[src/rtl/branch_predict_resolve.sv]
// +------------------------------------------------------------------------+
// | branch_predict_resolve                                                 |
// | 2-bit PHT predictor with single-cycle branch resolution and counters.  |
// | Rev 1.0                                                                |
// +------------------------------------------------------------------------+
`default_nettype none

module branch_predict_resolve #(
  parameter int ADDR_W    = 32,
  parameter int PHT_DEPTH = 16
) (
  input  logic              clk,
  input  logic              rst,
  input  logic              flag_we,
  input  logic              alu_zero,
  input  logic              alu_sign,
  input  logic              alu_carry,
  input  logic [ADDR_W-1:0] fetch_pc,
  output logic              pred_taken,
  input  logic              res_valid,
  input  logic [5:0]        res_opcode,
  input  logic [ADDR_W-1:0] res_pc,
  input  logic [ADDR_W-1:0] res_target,
  input  logic              res_pred_taken,
  output logic              out_valid,
  output logic              out_taken,
  output logic              mispredict,
  output logic [ADDR_W-1:0] redirect_pc,
  output logic [15:0]       branch_cnt,
  output logic [15:0]       mispred_cnt
);

  localparam int IDX_W = $clog2(PHT_DEPTH);

  localparam logic [5:0] c_OP_JMP_A = 6'b101011;
  localparam logic [5:0] c_OP_JMP_B = 6'b101000;
  localparam logic [5:0] c_OP_JMP_C = 6'b100000;
  localparam logic [5:0] c_OP_BZ    = 6'b110001;
  localparam logic [5:0] c_OP_BNZ   = 6'b110010;
  localparam logic [5:0] c_OP_BS    = 6'b110000;
  localparam logic [5:0] c_OP_BC    = 6'b101001;
  localparam logic [5:0] c_OP_BNC   = 6'b101010;

  // flags_q = {Z, S, C}
  logic [2:0]                  flags_q, flags_d;
  logic [PHT_DEPTH-1:0][1:0]   pht_q, pht_d;
  logic                        out_valid_q, out_valid_d;
  logic                        out_taken_q, out_taken_d;
  logic                        mispredict_q, mispredict_d;
  logic [ADDR_W-1:0]           redirect_pc_q, redirect_pc_d;
  logic [15:0]                 branch_cnt_q, branch_cnt_d;
  logic [15:0]                 mispred_cnt_q, mispred_cnt_d;

  logic             w_is_cond;
  logic             w_is_uncond;
  logic             w_cond_taken;
  logic             w_taken;
  logic             w_mispredict;
  logic [IDX_W-1:0] w_fetch_idx;
  logic [IDX_W-1:0] w_res_idx;
  logic [1:0]       w_res_ctr;
  logic             w_unused_fetch;

  assign w_fetch_idx    = fetch_pc[IDX_W+1:2];
  assign w_res_idx      = res_pc[IDX_W+1:2];
  assign w_res_ctr      = pht_q[w_res_idx];
  assign w_unused_fetch = ^fetch_pc;

  // Reads the registered table, so a same-index resolve is not yet visible.
  assign pred_taken = pht_q[w_fetch_idx][1];

  always_comb begin
    w_is_cond    = 1'b0;
    w_is_uncond  = 1'b0;
    w_cond_taken = 1'b0;
    case (res_opcode)
      c_OP_JMP_A, c_OP_JMP_B, c_OP_JMP_C: w_is_uncond = 1'b1;
      c_OP_BZ:  begin w_is_cond = 1'b1; w_cond_taken = flags_q[2];  end
      c_OP_BNZ: begin w_is_cond = 1'b1; w_cond_taken = ~flags_q[2]; end
      c_OP_BS:  begin w_is_cond = 1'b1; w_cond_taken = flags_q[1];  end
      c_OP_BC:  begin w_is_cond = 1'b1; w_cond_taken = flags_q[0];  end
      c_OP_BNC: begin w_is_cond = 1'b1; w_cond_taken = ~flags_q[0]; end
      default: ;
    endcase
  end

  assign w_taken      = w_is_uncond | (w_is_cond & w_cond_taken);
  assign w_mispredict = w_taken ^ res_pred_taken;

  always_comb begin
    flags_d       = flag_we ? {alu_zero, alu_sign, alu_carry} : flags_q;
    pht_d         = pht_q;
    out_valid_d   = res_valid;
    mispredict_d  = res_valid & w_mispredict;
    out_taken_d   = res_valid ? w_taken : out_taken_q;
    redirect_pc_d = redirect_pc_q;
    branch_cnt_d  = branch_cnt_q;
    mispred_cnt_d = mispred_cnt_q;

    if (res_valid) begin
      redirect_pc_d = w_taken ? res_target : res_pc + ADDR_W'(4);
      if (w_is_cond) begin
        if (w_taken && w_res_ctr != 2'b11)
          pht_d[w_res_idx] = w_res_ctr + 2'd1;
        else if (!w_taken && w_res_ctr != 2'b00)
          pht_d[w_res_idx] = w_res_ctr - 2'd1;
      end
      if ((w_is_cond || w_is_uncond) && branch_cnt_q != 16'hFFFF)
        branch_cnt_d = branch_cnt_q + 16'd1;
      if (w_mispredict && mispred_cnt_q != 16'hFFFF)
        mispred_cnt_d = mispred_cnt_q + 16'd1;
    end
  end

  always_ff @(posedge clk) begin
    if (rst) begin
      flags_q       <= 3'b000;
      pht_q         <= {PHT_DEPTH{2'b01}};
      out_valid_q   <= 1'b0;
      out_taken_q   <= 1'b0;
      mispredict_q  <= 1'b0;
      redirect_pc_q <= '0;
      branch_cnt_q  <= 16'd0;
      mispred_cnt_q <= 16'd0;
    end else begin
      flags_q       <= flags_d;
      pht_q         <= pht_d;
      out_valid_q   <= out_valid_d;
      out_taken_q   <= out_taken_d;
      mispredict_q  <= mispredict_d;
      redirect_pc_q <= redirect_pc_d;
      branch_cnt_q  <= branch_cnt_d;
      mispred_cnt_q <= mispred_cnt_d;
    end
  end

  assign out_valid   = out_valid_q;
  assign out_taken   = out_taken_q;
  assign mispredict  = mispredict_q;
  assign redirect_pc = redirect_pc_q;
  assign branch_cnt  = branch_cnt_q;
  assign mispred_cnt = mispred_cnt_q;

endmodule

`default_nettype wire
[config.mk]
export PLATFORM = sky130hd
export DESIGN_NAME = branch_predict_resolve
export DESIGN_NICKNAME = d
export VERILOG_FILES = /design/src/rtl/branch_predict_resolve.sv
export SDC_FILE = /design/constraint.sdc
export NUM_CORES = 1
export LEC_CHECK = 0
export BUFFER_PORTS_ARGS = -buffer_cell sky130_fd_sc_hd__buf_2
export CAP_MARGIN = 30
export CORE_UTILIZATION = 38
export DETAILED_ROUTE_END_ITERATION = 12
export PLACE_DENSITY = 0.59
export SYNTH_ARGS = -nofsm -noshare
export SYNTH_HDL_FRONTEND = slang
export SYNTH_SLANG_ARGS = --single-unit
[constraint.sdc]
create_clock -name clk -period 3.8 [get_ports clk]
set_input_delay 0.76 -clock clk [delete_from_list [all_inputs] [get_ports clk]]
set_output_delay 0.76 -clock clk [all_outputs]
set_load 0.005 [all_outputs]
Yosys cells after proc, flatten, opt, wreduce, memory -nomap -nowiden
Index checks and enable logic that the tools add are counted.
{ "word_totals": {"ramBits": 0, "memories": 0, "ff_bits": 102, "latch_bits": 0, "mem_bits_ro": 0, "output_inout_bits": 68} }
{ "classes": {"div_mod_pow": 0, "n_shift": 0, "n_reduce_logical": 14, "addsub": 5, "multipliers": 0, "muxes": 14, "eq_ne": 11, "bitwise_logic": 6, "order_cmp": 3} }
{ "ops": {"columns": ["cell", "count"], "rows": [
  ["2-to-1 mux 32 bit", 3],
  ["bitwise mux 32 bit", 2],
  ["== test 6 bit, second input constant", 8],
  ["adder 16 x 1 -> 16 bit, second input constant", 2],
  ["adder 32 x 3 -> 32 bit, second input constant", 1],
  ["inequality test 16 bit, second input constant", 2],
  ["binary-select mux 2 bit (select 4 bit)", 2],
  ["< comparator 4 x 5 -> 1 bit, second input constant", 2],
  ["demux 2 bit (select 4 bit)", 1],
  ["2-to-1 mux 2 bit", 3],
  ["logical AND 1 bit", 5],
  ["case mux 1 bit (5 select lines)", 1],
  ["OR reduction 5 bit", 1],
  ["greater-or-equal comparator 4 x 1 -> 1 bit, second input constant", 1],
  ["AND reduction 2 bit", 2],
  ["nonzero test 2 bit", 2],
  ["AND reduction 3 bit", 1],
  ["OR reduction 3 bit", 1],
  ["adder 2 x 1 -> 2 bit, second input constant", 1],
  ["bitwise AND 1 bit", 2],
  ["2-to-1 mux 1 bit", 2],
  ["inequality test 2 bit, second input constant", 1],
  ["inverter 1 bit", 2],
  ["subtractor 2 x 1 -> 2 bit, second input constant", 1],
  ["other kinds (4)", 4]
]} }

Depth between registers and ports, before layout
Gate-level depths: netlist of run 1.
{ "depth": {"word_depth": 9, "mapped_depth": 13, "mapped_depth_nobuf": 11} }

Least setup slack after synthesis of run 1
No wires, ideal clock.
{ "synth_timing": {"path_kind": "in2reg", "startpoint": "input res_pc[3]", "endpoint": "register pht_q[11] in the netlist's numbering", "slack_ns": 0.261, "setup_time_ns": 0.070, "n_path_buf": 2, "arrival_time_ns": 3.469, "path_stages": 11, "required_time_ns": 3.730, "cell_sequence": "buf_1 mux4_2 nand2_1 nand2_1 o21a_1 clkbuf_1 ha_1 or4b_1 a32oi_4 or3b_1 a21oi_1"} }
{ "synth_between": {"elab_chain_cells": 7, "word_cells_on_any_way": 19, "cone_classes": "add/sub (2); order compare (2); eq/ne (1); mux (8); reduce/logical (6)"} }
{ "synth_lines": {"columns": ["element", "line_no", "text"], "rows": [
  ["from (decl)", "22", "input logic [ADDR_W-1:0] res_pc,"],
  ["< comparator 4 x 5 -> 1 bit (implied by the code) / greater-or-equal comparator 4 x 1 -> 1 bit (equally long branches)", "104, 106", null],
  ["logical AND 1 bit (implied by the code)", "104, 106", null],
  ["2-to-1 mux 2 bit (implied by the code)", "104, 106", null],
  ["demux 2 bit (select 4 bit)", "104, 106", null],
  ["bitwise mux 32 bit", "106", "pht_d[w_res_idx] = w_res_ctr - 2'd1;"],
  ["2-to-1 mux 32 bit", "105", "else if (!w_taken && w_res_ctr != 2'b00)"],
  ["2-to-1 mux 32 bit", "103", "if (w_taken && w_res_ctr != 2'b11)"],
  ["to (signal assigned)", "118", "pht_q <= {PHT_DEPTH{2'b01}};"],
  ["to (signal assigned)", "127", "pht_q <= pht_d;"],
  ["to (decl)", "46", "logic [PHT_DEPTH-1:0][1:0] pht_q, pht_d;"]
]} }
Parallel ways exist; a longest one is shown, timed or not. The select of a mux whose other input is x is not followed.
A chain may end at the register's enable or synchronous reset.

Worst setup path in the final report of run 1
{ "layout_timing": {"startpoint": "input res_pc[2]", "endpoint": "register pht_q[3] in the netlist's numbering"} }
The elaborated chain is that of the path after synthesis.

==> results of run 1 <==
[per-stage QoR]
step	total power [mW]	area (um2)	hold slack, ns	cells	setup WS, ns
2_1_floorplan	1.304	5708	0.4429	680	0.2607
3_3_place_gp	1.436	6688	0.4330	997	0.09682
3_5_place_dp	1.444	6688	0.4408	997	0.08049
4_1_cts	2.411	6998	0.4508	1013	0.3742
5_1_grt	2.498	6998	0.4821	1013	0.2332
6_report	2.380	6998	0.4511	1013	0.3875
[power by group through the flow]
stage	Combinational [mW]	Clock, mW	Sequential (mW)
after floorplan	0.164	0	1.14
after global placement	0.299	0	1.14
after detailed placement	0.305	0	1.14
after CTS	0.307	0.990	1.11
after global routing	0.337	1.04	1.12
final	0.305	0.960	1.11
[metal layers]
metal  routed length (um)  GRT usage  up-vias  part of all wire
met1                 7268     0.2680     2615              0.45
li1                     -          -     2745                 -
met4                  377    0.07796        0             0.023
met5                    0          0        -                 0
met3                  764    0.04210       24             0.047
met2                 7679     0.3529      127              0.48
[layout make-up]
type	count	area, um2
flip-flops and latches	102	2042
well taps	184	230.2
inverters	21	78.83
clock buffers	11	252.7
multi-input cells	517	3411
clock inverters	5	57.56
repair buffers	173	925.9
fillers	1455	7591
[kinds of logic after synthesis]
family | count (synthesis)
AO/OA/AOI/OAI | 155
XOR/XNOR | 45
adder cells (fa/ha/maj) | 8
buffers and inverters | 61
flip-flops | 102
multiplexers | 33
AND/OR/NAND/NOR | 276
[how the worst max path moves through the flow]
stage	cells after the start	slack, ns	end
CTS	9	0.37	pht_q[3]
detailed placement	9	0.08	pht_q[3]
global placement	9	0.1	pht_q[3]
finish	9	0.39	pht_q[3]
global route	9	0.23	pht_q[3]
floorplan	11	0.26	pht_q[11]
[layout by cell type, fill, tap and decap left out, drive strengths merged, types with 4 or more instances in the layout]
master / instances
buf: 173
dfxtp: 102
nor2: 67
nand2: 66
o21ai: 53
a21oi: 38
nand3: 35
xnor2: 31
o211ai: 25
and3: 21
inv: 20
nor3: 17
mux2i: 16
nand4: 15
mux4: 14
xor2: 14
or3: 13
nor4: 11
clkbuf: 11
nand2b: 10
ha: 8
a31oi: 6
a21o: 4
and2: 4
nor2b: 4
o22ai: 4
[worst max-delay path, stage by stage]
cell and delay [ns]:
buf_2 0.28, mux4_2 0.55, mux4_2 0.52, ha_1 0.21, or4b_1 0.56, a32oi_4 0.24, buf_4 0.24, nand4_1 0.13
a21oi_1 0.18
==> results.ini, run 1 <==
[synthesis]
synth.ff_latch_count=102
ys_seq_area_frac=0.3577
synth_most_common_cell=dfxtp_1
synth_common_cells=dfxtp_1, nor2_1, nand2_1
synthXorXnorAreaFrac=0.06905
synth_fa_ha_area_frac=0.01754
syn_inst=680
synth_area_leader_cell=dfxtp_1
synth-compound-area-share=0.1762
synth_edf_count=0
synth_ff_type=dfxtp_1
synth_nets=798
netlist_area_um2=5708
synth_area_leaders=dfxtp_1, mux4_2, xnor2_1
synthSimpleGateAreaFrac=0.2420
synth_top_family_by_area=simple AND/OR/NAND/NOR gates
syn_avg_cell_area_um2=8.394
muxShareOfSynthArea=0.09141
ys_types=61
synth_top_area_share=0.3577
async_flop_share=0
ys_warn_count=0

[finish]
syn_to_final_growth_pct=22.60
drive_gt1_frac=0.2606
fin_nets=942
fin_util=0.4797
n_antenna_cell=0

[cts]
cts_hold_buf=0
insertion_delay_ns=0.35
cts_tree=built
cts.htree.levels=3
clockBufferDepth=2
cts.reportedPaths.clkPinSlew_ns=0.07
root_buffer=clkbuf_16
post_cts_resized=0
postCtsSetupRepairBufs=0
cts_made_buffers=9
clock-sinks=102

[placement]
io_buffer_count=149
hpwlAfterDp_um=11950
gp_congestion=0.8876

[routing]
num_vias=5511
dr.pass1.iters=7
wirelength_um=16090
wire_per_inst_um=15.88
ant_nets=0
viasPerCell=5.440
drc=0
first_iter_violations=301

[global_route]
grt_pass1_vias=5326
grt_max_degree=54
grt.total_usage=0.2112
antenna_found_initial=0
grt_overflow=0
grt_pass1_wl_um=26790

[floorplan]
die_w_um=124.6
io_pins=178
die_height_um=124.6
start_util=0.3913
coreArea_um2=14590
die_area_um2=15520
num_rows=44

[timing]
fin_crit_sh=0.8980
slew_headroom=0.3043
skew_ns=0.005521
tightest_slew_ns=1.040
final-hold-violation-count=0
max_freq_ghz=0.2930
setup_viol=0
tns_ns=0
rsz0062_at_grt=false
report.final.slew_viol_count=0
fin_crit_ns=3.413

[critical_path]
critical_path_class=in -> reg
crit_required_ns=4.07
startpoint=res_pc[2]
r2r-end=pht_q[3]
reg2reg_from=pht_q[15]
arrival_ns=3.69
startpoint_type=primary input
cp-end-kind=flop
cp_max_fo=15
rrSetupSlack_ns=0.83
reg2regPathDepth=8

[pwr]
p_seq_frac=0.468
power_switching_uw=608.4
irDropWorstVdd_v=0.0001889
internal_power_mw=1.772
clock_power_share=0.404
pwr_density_cell_nw_per_um2=340.1
switching_share=0.2556
pwr-share-comb=0.128
p_leak_nw=2.934

[worst_hold_path]
holdPathEnd=redirect_pc[30]
hold_class=reg -> reg
hold_path.startpoint=redirect_pc[30]
hold_path_depth=2

[flow_run]
cap_violations=0

[status]
status=completed

(Power assumes the default switching activity.)
==> inputs of run 2 (changes only) <==
--- a/config.mk
+++ b/config.mk
@@ -9,5 +9,5 @@
 export CAP_MARGIN = 30
-export CORE_UTILIZATION = 38
+export CORE_UTILIZATION = 52
 export DETAILED_ROUTE_END_ITERATION = 12
-export PLACE_DENSITY = 0.59
+export PLACE_DENSITY = 0.78
 export SYNTH_ARGS = -nofsm -noshare
--- a/constraint.sdc
+++ b/constraint.sdc
@@ -3,2 +3,2 @@
 set_output_delay 0.76 -clock clk [all_outputs]
-set_load 0.005 [all_outputs]
+set_load 0.01 [all_outputs]
==> run 2 against run 1 <==
Net effect:
- critical path depth shrank 1
- sequential power is essentially flat
- clock skew grew 0.0049 ns
- die area shrank 27%
- via count grew 0.27%
- global-route usage grew 5.2 points
- design area shrank 3.2%
- worst hold slack gained 0.00065 ns
- largest power group unchanged
- clock power shrank 33%
==> results.ini, run 2 (same netlist as run 1, synthesis figures left out) <==
[pwr]
power_mw=2.065  ; -13%
irDropWorstVdd_v=0.0001763  ; -6.7%
p_leak_nw=2.855  ; -2.7%
pwr_density_cell_nw_per_um2=304.9  ; -10%

[worst_hold_path]
hold_class=reg -> reg

[global_route]
antenna_found_initial=0  ; unchanged
grt_pass1_wl_um=24140  ; -9.9%
grt_max_degree=71  ; +31%
grt_pass1_vias=5144  ; -3.4%
grt.total_usage=0.2631  ; +0.05191
grt_overflow=0  ; unchanged

[placement]
hpwlAfterDp_um=11030  ; -7.6%
gp_congestion=0.9253  ; +4.2%
io_buffer_count=149  ; unchanged
placed_cells=945  ; -5.2%

[finish]
multi_input_area_um2=3411  ; unchanged
final_common_cell=buf_2
drive_gt1_frac=0.2549  ; -0.005701
nFillCells=951  ; -35%
fin_nets=938  ; -0.42%
stdcell_count=960  ; -5.2%
final-seq-area_um2=2042  ; unchanged
syn_to_final_growth_pct=18.65
n_antenna_cell=0  ; unchanged
layout_common_cells=buf_2, dfxtp_1, nor2_1, nand2_1, o21ai_0

[critical_path]
cp_max_fo=6  ; -9
crit_required_ns=4.10  ; +0.03 ns
arrival_ns=3.63  ; -0.06 ns
cp-end-kind=flop
critical_path_class=in -> reg
startpoint_type=primary input

[timing]
max_freq_ghz=0.3007  ; +2.6%
rsz0062_at_grt=false
skew_ns=0.01040  ; +0.004878 ns
setup_viol=0  ; unchanged
tightest_slew_ns=1.070  ; +0.03057 ns
fin_crit_ns=3.325  ; -0.08731 ns
report.final.slew_viol_count=0  ; unchanged
fin_crit_sh=0.8751  ; -0.02298
tns_ns=0  ; unchanged
slew_headroom=0.2839  ; -0.02045
final-hold-violation-count=0  ; unchanged

[routing]
drc=0  ; unchanged
num_vias=5526  ; +0.27%
ant_nets=0  ; unchanged
dr.pass1.iters=5  ; -2
wirelength_um=14940  ; -7.1%
first_iter_violations=307  ; +2.0%
viasPerCell=5.756  ; +5.8%
wire_per_inst_um=15.56  ; -2.0%

[status]
status=completed

[floorplan]
die_area_um2=11400  ; -27%
die_height_um=106.8  ; -14%
start_util=0.5456  ; +0.1543
num_rows=37  ; -16%
die_w_um=106.8  ; -14%
coreArea_um2=10460  ; -28%
io_pins=178  ; unchanged

[cts]
post_cts_resized=0  ; unchanged
cts.reportedPaths.clkPinSlew_ns=0.10  ; +0.03 ns
cts.htree.levels=3  ; unchanged
insertion_delay_ns=0.38  ; +0.03 ns
clock-sinks=102  ; unchanged
postCtsSetupRepairBufs=0  ; unchanged
cts_tree=built
root_buffer=clkbuf_8
clockBufferDepth=2  ; unchanged
cts_hold_buf=0  ; unchanged
cts_made_buffers=9  ; unchanged

[flow_run]
cap_violations=0  ; unchanged

==> run 2: cell count changes in the layout (fill, tap and decap cells not counted), sizes merged <==
| cell | previous run | this run |
|---|---|---|
| buf | 173 | 169 |
| bufinv | 1 | 0 |
| clkbuf | 11 | 12 |
| clkinvlp | 3 | 2 |
==> run 2: layout make-up <==
| class | instances | area share |
|---|---|---|
| repair buffers | 169 | 0.1323 |
| multi-input cells | 517 | 0.5036 |
| flip-flops and latches | 102 | 0.3015 |
| inverters | 21 | 0.01164 |
| well taps | 136 | 0.02512 |
| clock buffers | 12 | 0.02291 |
| clock inverters | 3 | 0.002956 |
==> run 2: critical path, cell delays in order <==
cell and delay (ns):
buf_2 0.20, mux4_2 0.52, mux4_2 0.53, ha_1 0.25
or4b_1 0.57, a32oi_4 0.26, or3b_1 0.37, a21oi_1 0.17
==> run 2: through the flow <==
step	cell area (um2)	setup slack, ns	hold WS (ns)	utilization
after global placement	6598	0.1373	0.4313	0.6306
after global routing	6773	0.2804	0.4773	0.6473
after floorplan	5708	0.2607	0.4430	-
after detailed placement	6598	0.08380	0.4381	0.6306
final	6773	0.4748	0.4518	0.6473
after CTS	6773	0.4775	0.4529	0.6473
==> run 2: where the power goes <==
part	internal, mW	total, mW	leakage, nW	switching (mW)
clock	0.270	0.641	0.0845	0.371
sequential	1.10	1.11	0.830	0.0156
combinational	0.127	0.310	1.94	0.183
total	1.49	2.06	2.85	0.570
==> run 2: per-layer routing <==
layer	routed length, um	share of wire	up-vias	track usage
li1	-	-	2734	-
met1	6400	0.43	2549	0.3267
met2	7207	0.48	211	0.4419
met3	962	0.064	32	0.04863
met4	369	0.025	0	0.1213
met5	0	0	-	0
==> run 2: path summary, 6_finish.rpt <==
kind              startpoint              end  slack, ns  depth (start not counted)
max                res_pc[2]        pht_q[11]       0.47                          8
min          redirect_pc[28]  redirect_pc[28]       0.45                          2
max reg2reg        pht_q[29]        pht_q[11]       0.78                          7
min reg2reg  redirect_pc[28]  redirect_pc[28]       0.45                          2
